File: config.mk
export PLATFORM = sky130hd
export DESIGN_NAME = maxnet_controller
export DESIGN_NICKNAME = d
export VERILOG_FILES = /design/src/rtl/maxnet_pkg.sv /design/src/rtl/maxnet_controller_relu.sv /design/src/rtl/maxnet_controller.sv
export SDC_FILE = /design/constraint.sdc
export NUM_CORES = 1
export LEC_CHECK = 0
export ABC_AREA = 1
export CAP_MARGIN = 20
export CELL_PAD_IN_SITES_DETAIL_PLACEMENT = 1
export CELL_PAD_IN_SITES_GLOBAL_PLACEMENT = 1
export CORE_MARGIN = 2
export CORE_UTILIZATION = 29
export DETAILED_ROUTE_END_ITERATION = 12
export PLACE_DENSITY = 0.86
export SLEW_MARGIN = 5
export SYNTH_ARGS = -nofsm -noshare
export SYNTH_HDL_FRONTEND = slang
export SYNTH_SLANG_ARGS = --single-unit
export TNS_END_PERCENT = 30
File: constraint.sdc
create_clock -name clk -period 2.6 [get_ports clk]
set_clock_uncertainty 0.15 [all_clocks]
set_input_delay 0.52 -clock clk [delete_from_list [all_inputs] [get_ports clk]]
set_output_delay 0.52 -clock clk [all_outputs]
set_load 0.01 [all_outputs]
File: src/rtl/maxnet_pkg.sv
// Shared FSM state type, IEEE-754 single-precision field constants and lane
// addressing helper for the Maxnet controller.
package maxnet_pkg;

   localparam int unsigned FP_W = 32;
   localparam int unsigned SIGN_BIT = FP_W - 1;
   localparam logic [FP_W-1:0] EXP_MASK  = 32'h7F80_0000;
   localparam logic [FP_W-1:0] MANT_MASK = 32'h007F_FFFF;

   typedef enum logic [2:0] {
      ST_IDLE  = 3'd0,
      ST_LOAD  = 3'd1,
      ST_MUL   = 3'd2,
      ST_ADD1  = 3'd3,
      ST_ADD2  = 3'd4,
      ST_CHECK = 3'd5,
      ST_DONE  = 3'd6
   } state_e;

   function automatic int unsigned lane_lsb(input int unsigned lane, input int unsigned width);
      return lane * width;
   endfunction

endpackage

File: src/rtl/maxnet_controller_relu.sv
// Combinational ReLU on one single-precision word: negatives and NaNs become +0.
module fp_relu_clamp
   import maxnet_pkg::*;
(
   input  logic [FP_W-1:0] v_i,
   output logic [FP_W-1:0] r_o
);

   logic is_nan_s;

   // +inf has a zero mantissa and therefore passes through unchanged.
   always_comb begin
      is_nan_s = ((v_i & EXP_MASK) == EXP_MASK) && ((v_i & MANT_MASK) != {FP_W{1'b0}});
      if (v_i[SIGN_BIT] || is_nan_s) begin
         r_o = {FP_W{1'b0}};
      end else begin
         r_o = v_i;
      end
   end

endmodule

File: src/rtl/maxnet_controller.sv
// Maxnet iteration sequencer: owns the activation registers, pulses the PU
// stage loads, writes back clamped results and reports the surviving lane.
module maxnet_controller
   import maxnet_pkg::*;
#(
   parameter int XLEN      = 32,
   parameter int N         = 4,
   parameter int MAX_ITER  = 255,
   parameter int ITER_W    = 8,
   parameter int STAGE_CYC = 1,
   localparam int WIN_W    = (N > 1) ? $clog2(N) : 1
) (
   input  logic                clk,
   input  logic                rst,
   input  logic                start,
   input  logic [N*XLEN-1:0]   x_in,
   input  logic [N*XLEN-1:0]   pu_result,
   output logic [N*XLEN-1:0]   x_out,
   output logic                l1,
   output logic                l2,
   output logic                l3,
   output logic                busy,
   output logic                done,
   output logic                converged,
   output logic [WIN_W-1:0]    winner,
   output logic [ITER_W-1:0]   iter_count
);

   localparam int CNT_W = $clog2(N + 1);
   localparam logic [3:0] STG_LAST = 4'(STAGE_CYC - 1);
   localparam logic [ITER_W-1:0] ITER_CAP = ITER_W'(MAX_ITER);

   state_e              state_q;
   logic [3:0]          stg_q;
   logic [N*XLEN-1:0]   x_out_q;
   logic                l1_q, l2_q, l3_q, busy_q, done_q, converged_q;
   logic [WIN_W-1:0]    winner_q;
   logic [ITER_W-1:0]   iter_q;

   logic [N*XLEN-1:0]   load_relu_s;
   logic [N*XLEN-1:0]   wb_relu_s;
   logic [N-1:0]        nz_vec_s;
   logic [CNT_W-1:0]    nz_cnt_s;
   logic [WIN_W-1:0]    win_s;
   logic [3:0]          stg_nxt_s;

   for (genvar g = 0; g < N; g++) begin : g_lane
      fp_relu_clamp u_load_relu (
         .v_i (x_in[lane_lsb(g, XLEN) +: XLEN]),
         .r_o (load_relu_s[lane_lsb(g, XLEN) +: XLEN])
      );
      fp_relu_clamp u_wb_relu (
         .v_i (pu_result[lane_lsb(g, XLEN) +: XLEN]),
         .r_o (wb_relu_s[lane_lsb(g, XLEN) +: XLEN])
      );
      // Sign bit ignored so that -0 counts as zero.
      assign nz_vec_s[g] = (x_out_q[lane_lsb(g, XLEN) +: XLEN-1] != {(XLEN-1){1'b0}});
   end

   assign stg_nxt_s = stg_q + 4'd1;

   // Nonzero lane count and lowest-index nonzero lane (scanned high to low).
   always_comb begin
      nz_cnt_s = {CNT_W{1'b0}};
      win_s    = {WIN_W{1'b0}};
      for (int i = N - 1; i >= 0; i--) begin
         nz_cnt_s = nz_cnt_s + {{(CNT_W-1){1'b0}}, nz_vec_s[i]};
         win_s    = nz_vec_s[i] ? WIN_W'(i) : win_s;
      end
   end

   // Sequencer; each strobe is registered so it is high during the final cycle of its stage.
   always_ff @(posedge clk or negedge rst) begin
      if (!rst) begin
         state_q     <= ST_IDLE;
         stg_q       <= 4'd0;
         x_out_q     <= {(N*XLEN){1'b0}};
         l1_q        <= 1'b0;
         l2_q        <= 1'b0;
         l3_q        <= 1'b0;
         busy_q      <= 1'b0;
         done_q      <= 1'b0;
         converged_q <= 1'b0;
         winner_q    <= {WIN_W{1'b0}};
         iter_q      <= {ITER_W{1'b0}};
      end else begin
         l1_q   <= 1'b0;
         l2_q   <= 1'b0;
         l3_q   <= 1'b0;
         done_q <= 1'b0;
         case (state_q)
            ST_IDLE: begin
               if (start) begin
                  state_q     <= ST_LOAD;
                  busy_q      <= 1'b1;
                  converged_q <= 1'b0;
                  winner_q    <= {WIN_W{1'b0}};
                  iter_q      <= {ITER_W{1'b0}};
               end
            end
            ST_LOAD: begin
               x_out_q <= load_relu_s;
               state_q <= ST_MUL;
               stg_q   <= 4'd0;
               l1_q    <= (STG_LAST == 4'd0);
            end
            ST_MUL: begin
               if (stg_q == STG_LAST) begin
                  state_q <= ST_ADD1;
                  stg_q   <= 4'd0;
                  l2_q    <= (STG_LAST == 4'd0);
               end else begin
                  stg_q <= stg_nxt_s;
                  l1_q  <= (stg_nxt_s == STG_LAST);
               end
            end
            ST_ADD1: begin
               if (stg_q == STG_LAST) begin
                  state_q <= ST_ADD2;
                  stg_q   <= 4'd0;
                  l3_q    <= (STG_LAST == 4'd0);
               end else begin
                  stg_q <= stg_nxt_s;
                  l2_q  <= (stg_nxt_s == STG_LAST);
               end
            end
            ST_ADD2: begin
               if (stg_q == STG_LAST) begin
                  x_out_q <= wb_relu_s;
                  iter_q  <= iter_q + {{(ITER_W-1){1'b0}}, 1'b1};
                  state_q <= ST_CHECK;
                  stg_q   <= 4'd0;
               end else begin
                  stg_q <= stg_nxt_s;
                  l3_q  <= (stg_nxt_s == STG_LAST);
               end
            end
            ST_CHECK: begin
               if (nz_cnt_s <= CNT_W'(1)) begin
                  state_q     <= ST_DONE;
                  done_q      <= 1'b1;
                  converged_q <= 1'b1;
                  winner_q    <= win_s;
               end else if (iter_q == ITER_CAP) begin
                  state_q     <= ST_DONE;
                  done_q      <= 1'b1;
                  converged_q <= 1'b0;
                  winner_q    <= win_s;
               end else begin
                  state_q <= ST_MUL;
                  stg_q   <= 4'd0;
                  l1_q    <= (STG_LAST == 4'd0);
               end
            end
            ST_DONE: begin
               state_q <= ST_IDLE;
               busy_q  <= 1'b0;
            end
            default: begin
               state_q <= ST_IDLE;
               busy_q  <= 1'b0;
            end
         endcase
      end
   end

   assign x_out      = x_out_q;
   assign l1         = l1_q;
   assign l2         = l2_q;
   assign l3         = l3_q;
   assign busy       = busy_q;
   assign done       = done_q;
   assign converged  = converged_q;
   assign winner     = winner_q;
   assign iter_count = iter_q;

endmodule
==> results.toml <==
[yosys]
yosysSeqAreaShare = 0.3992
synth-compound-area-share = 0.09186
yosys.area_share.simple = 0.3818
yosys_warnings = 0
synth.avg_cell_area_sq_um = 6.457
synthMuxAreaShare = 0
synth_top_family_by_area = "simple AND/OR/NAND/NOR gates"
synth_area_sq_um = 9467
synth-seq-cells = 151
synth_cell_type_count = 28
synth_xor_xnor_area_share = 0.002776
synth-adder-area-share = 0.006609
syn_inst = 1466
syn_nets = 1730

[critical_path]
cp_slowest_cell = "dfrtp_1"
crit_buf_inv = 4
path_delay_family = "simple AND/OR/NAND/NOR gates"
cpMostUsedCell = "nand2_1"
startpoint = "stg_q[0]$_DFFE_PN0P_"
r2r_start = "stg_q[0]$_DFFE_PN0P_"
cp_max_fo = 62
path_cells = "inv_1 > ha_1 > nand2_1 > nor2_1 > nand2_1 > inv_2 > nor2_4 > inv_4 > buf_12 > nand3_1 > nand2_1"
required_ps = 2820
criticalPathCategory = "flip-flop to flip-flop"
max_stage_delay_ps = 440
startpoint_type = "flip-flop"
endpoint_kind = "flip-flop"
arrival_ps = 2590

[power_and_ir_drop]
ir_drop_mv = 1.353
power_leakage_nw = 7.100
p_int_mw = 7.107
sw_frac_of_total = 0.4270
power.density_nw_per_um2 = 847.6
combinationalPowerShare = 0.496
power.switching_mw = 5.297
power_frac_clock = 0.198
seq_power_share = 0.306

[cells_and_area]
nets = 2113
area_growth_pct = 54.57
drive_gt1_frac = 0.04296
diodes = 0

[global_routing]
grt-ovfl-total = 0
grt_max_degree = 124
grt_pass1_vias = 11650
grt_pass1_wl_mm = 62.92
antenna_found_initial = 0
grt_use_total = 0.2368

[clocking]
clk_latency_ps = 430
cts_tree = "done"
clock_sinks = 151
cts_buffers = 17
ctsHtreeMaxLevel = 4
cts_max_path_buffers = 2
path_clk_slew_ps = 70
cts_post_setup_buffers_inserted = 0
cts-root-buf = "clkbuf_16"

[routing]
wirelength_mm = 40.67
drt-initial-drc-count = 458
ant_nets = 0
dr_total_vias = 11110
drtPass1Iterations = 4
wl_per_cell_um = 17.65
via_per_inst = 4.820
drc = 0

[timing]
fin_crit_ps = 2368
slew_headroom = 0.5854
finalSetupViolCount = 0
rsz0062_at_grt = "false"
setup_tns_ps = 0
worst_slack_ps = 232.2
fmax_mhz = 422.3
slew_viol_final = 0
final.period_utilization = 0.9107
worstMarginPinSlew_ps = 621.9
finalHoldViolations = 0

[place]
place.detailed.hpwl_mm = 32.46
portBuffers = 402
place_congestion = 0.9462
pre_cts_ws_ps = 7.259

[die]
start_util = 0.2924
die-area_sq_um = 34100
core-area_sq_um = 32370
floorplan.rows = 66
die_w_um = 184.7
die_y_um = 184.7
num_io_pins = 403

[hold_path]
hp-class = "flip-flop to flip-flop"
worstHoldStart = "x_out[127]$_DFFE_PN0P_"

[job]
drv_cap = 0

[outcome]
status = "finished, final reports clean"
==> layout by cell type, fill, tap and decap left out, drive strengths merged <==
| master | Yosys | routed |
|---|---|---|
| clkinv | 2 | 4 |
| dfrtp | 151 | 151 |
| o22ai | 3 | 3 |
| nor3 | 11 | 11 |
| clkbuf | 30 | 18 |
| buf | 37 | 29 |
| nor4 | 4 | 4 |
| a21oi | 10 | 10 |
| ha | 5 | 5 |
| dlygate4sd3 | 0 | 1 |
| o21ai | 160 | 160 |
| or2 | 1 | 1 |
| nand3b | 2 | 2 |
| nand4 | 78 | 78 |
| clkdlybuf4s50 | 0 | 401 |
| nor2 | 167 | 167 |
| nor3b | 1 | 1 |
| nand3 | 108 | 108 |
| nand2 | 480 | 480 |
| inv | 213 | 222 |
| clkinvlp | 0 | 3 |
| xor2 | 3 | 3 |
==> tightest hold or removal path: cells and delay by family, from the launching register on <==
family	cells	cell delay, ps
flip-flops	1	380
buffers and inverters	1	50
AND/OR/NAND/NOR	1	30
==> worst paths after layout <==
kind / to / slack (ps) / cells after the start
setup reg to reg: x_out[6]$_DFFE_PN0P_ / 230 / 11
max in group asynchronous: x_out[62]$_DFFE_PN0P_ / 1070 / 3
setup / recovery: x_out[6]$_DFFE_PN0P_ / 230 / 11
hold reg to reg: x_out[127]$_DFFE_PN0P_ / 340 / 2
min in group asynchronous: x_out[21]$_DFFE_PN0P_ / 520 / 2
hold / removal: x_out[127]$_DFFE_PN0P_ / 340 / 2
==> repair_timing <==
action,in CTS,in global routing
gates resized for setup,1,1
endpoints found under the hold margin,55,0
endpoints found under the setup margin,1,4
hold buffers,1,0
==> state kept, by name, indices dropped and copies added (netlist names) <==
| name | flops |
|---|---|
| winner | 2 |
| l3 | 1 |
| done | 1 |
| l2 | 1 |
| converged | 1 |
| iter_count | 8 |
| busy | 1 |
| x_out | 128 |
| l1 | 1 |
| stg_q | 4 |
| state_q | 3 |
==> cell usage after synthesis <==
master    number  area share
nand3b_1       2      0.0016
clkbuf_1      30       0.012
nor2_8         1      0.0021
o22ai_1        3      0.0020
nand2_2        1     0.00066
nand2_1      478        0.19
nand3_1      108       0.057
buf_4          6      0.0048
inv_2          6      0.0024
nand4_1       78       0.052
or2_2          1     0.00066
nor2_1       161       0.064
nor2_4         2      0.0024
o21ai_1        8      0.0042
nor2_2         3      0.0020
dfrtp_1      151        0.40
ha_1           5      0.0066
inv_1        207       0.082
nor4_1         4      0.0026
nand2_4        1      0.0012
nor3_1        11      0.0058
nor3b_1        1     0.00079
clkinv_1       2     0.00079
buf_2         27       0.014
buf_1          4      0.0016
a21oi_1       10      0.0053
xor2_1         3      0.0028
o21ai_0      152       0.080
==> power groups by stage <==
| stage | Sequential [mW] | Clock [mW] | Combinational (mW) |
|---|---|---|---|
| CTS | 3.81 | 2.52 | 6.24 |
| floorplan | 4.06 | 0 | 2.73 |
| finish | 3.80 | 2.45 | 6.15 |
| global route | 3.92 | 2.61 | 6.80 |
| global placement | 3.79 | 0 | 6.04 |
| detailed placement | 3.84 | 0 | 6.20 |
==> per-stage QoR <==
stage            util  cell area, sq um  hold slack (ps)  power (mW)  cells
2_1_floorplan       -              9467            74.41       6.788   1466
3_3_place_gp   0.4339             14040            324.9       9.824   2271
3_5_place_dp   0.4339             14040            336.8       10.04   2271
4_1_cts        0.4519             14630            347.7       12.57   2304
5_1_grt        0.4520             14630            363.6       13.33   2304
6_report       0.4520             14630            342.4       12.40   2304
==> kinds of logic after synthesis <==
group | count (synthesis)
buf+inv | 282
compound gates | 173
flops | 151
fa+ha+maj | 5
simple gates | 852
xor+xnor | 3
==> per-layer routing <==
metal  GRT usage  part of all wire
met1      0.2843              0.42
met2      0.4050              0.49
met3     0.05493             0.055
met4      0.1025             0.043
met5           0                 0
==> area by class of cell <==
cell class | count | area [sq um]
flip-flops and latches | 151 | 3779
clock buffers | 18 | 439.2
fillers | 4112 | 17740
inverters | 215 | 809.5
repair buffers | 431 | 4333
well taps | 442 | 553.0
multi-input cells | 1033 | 4588
clock inverters | 14 | 131.4
(Power assumes the default switching activity.)
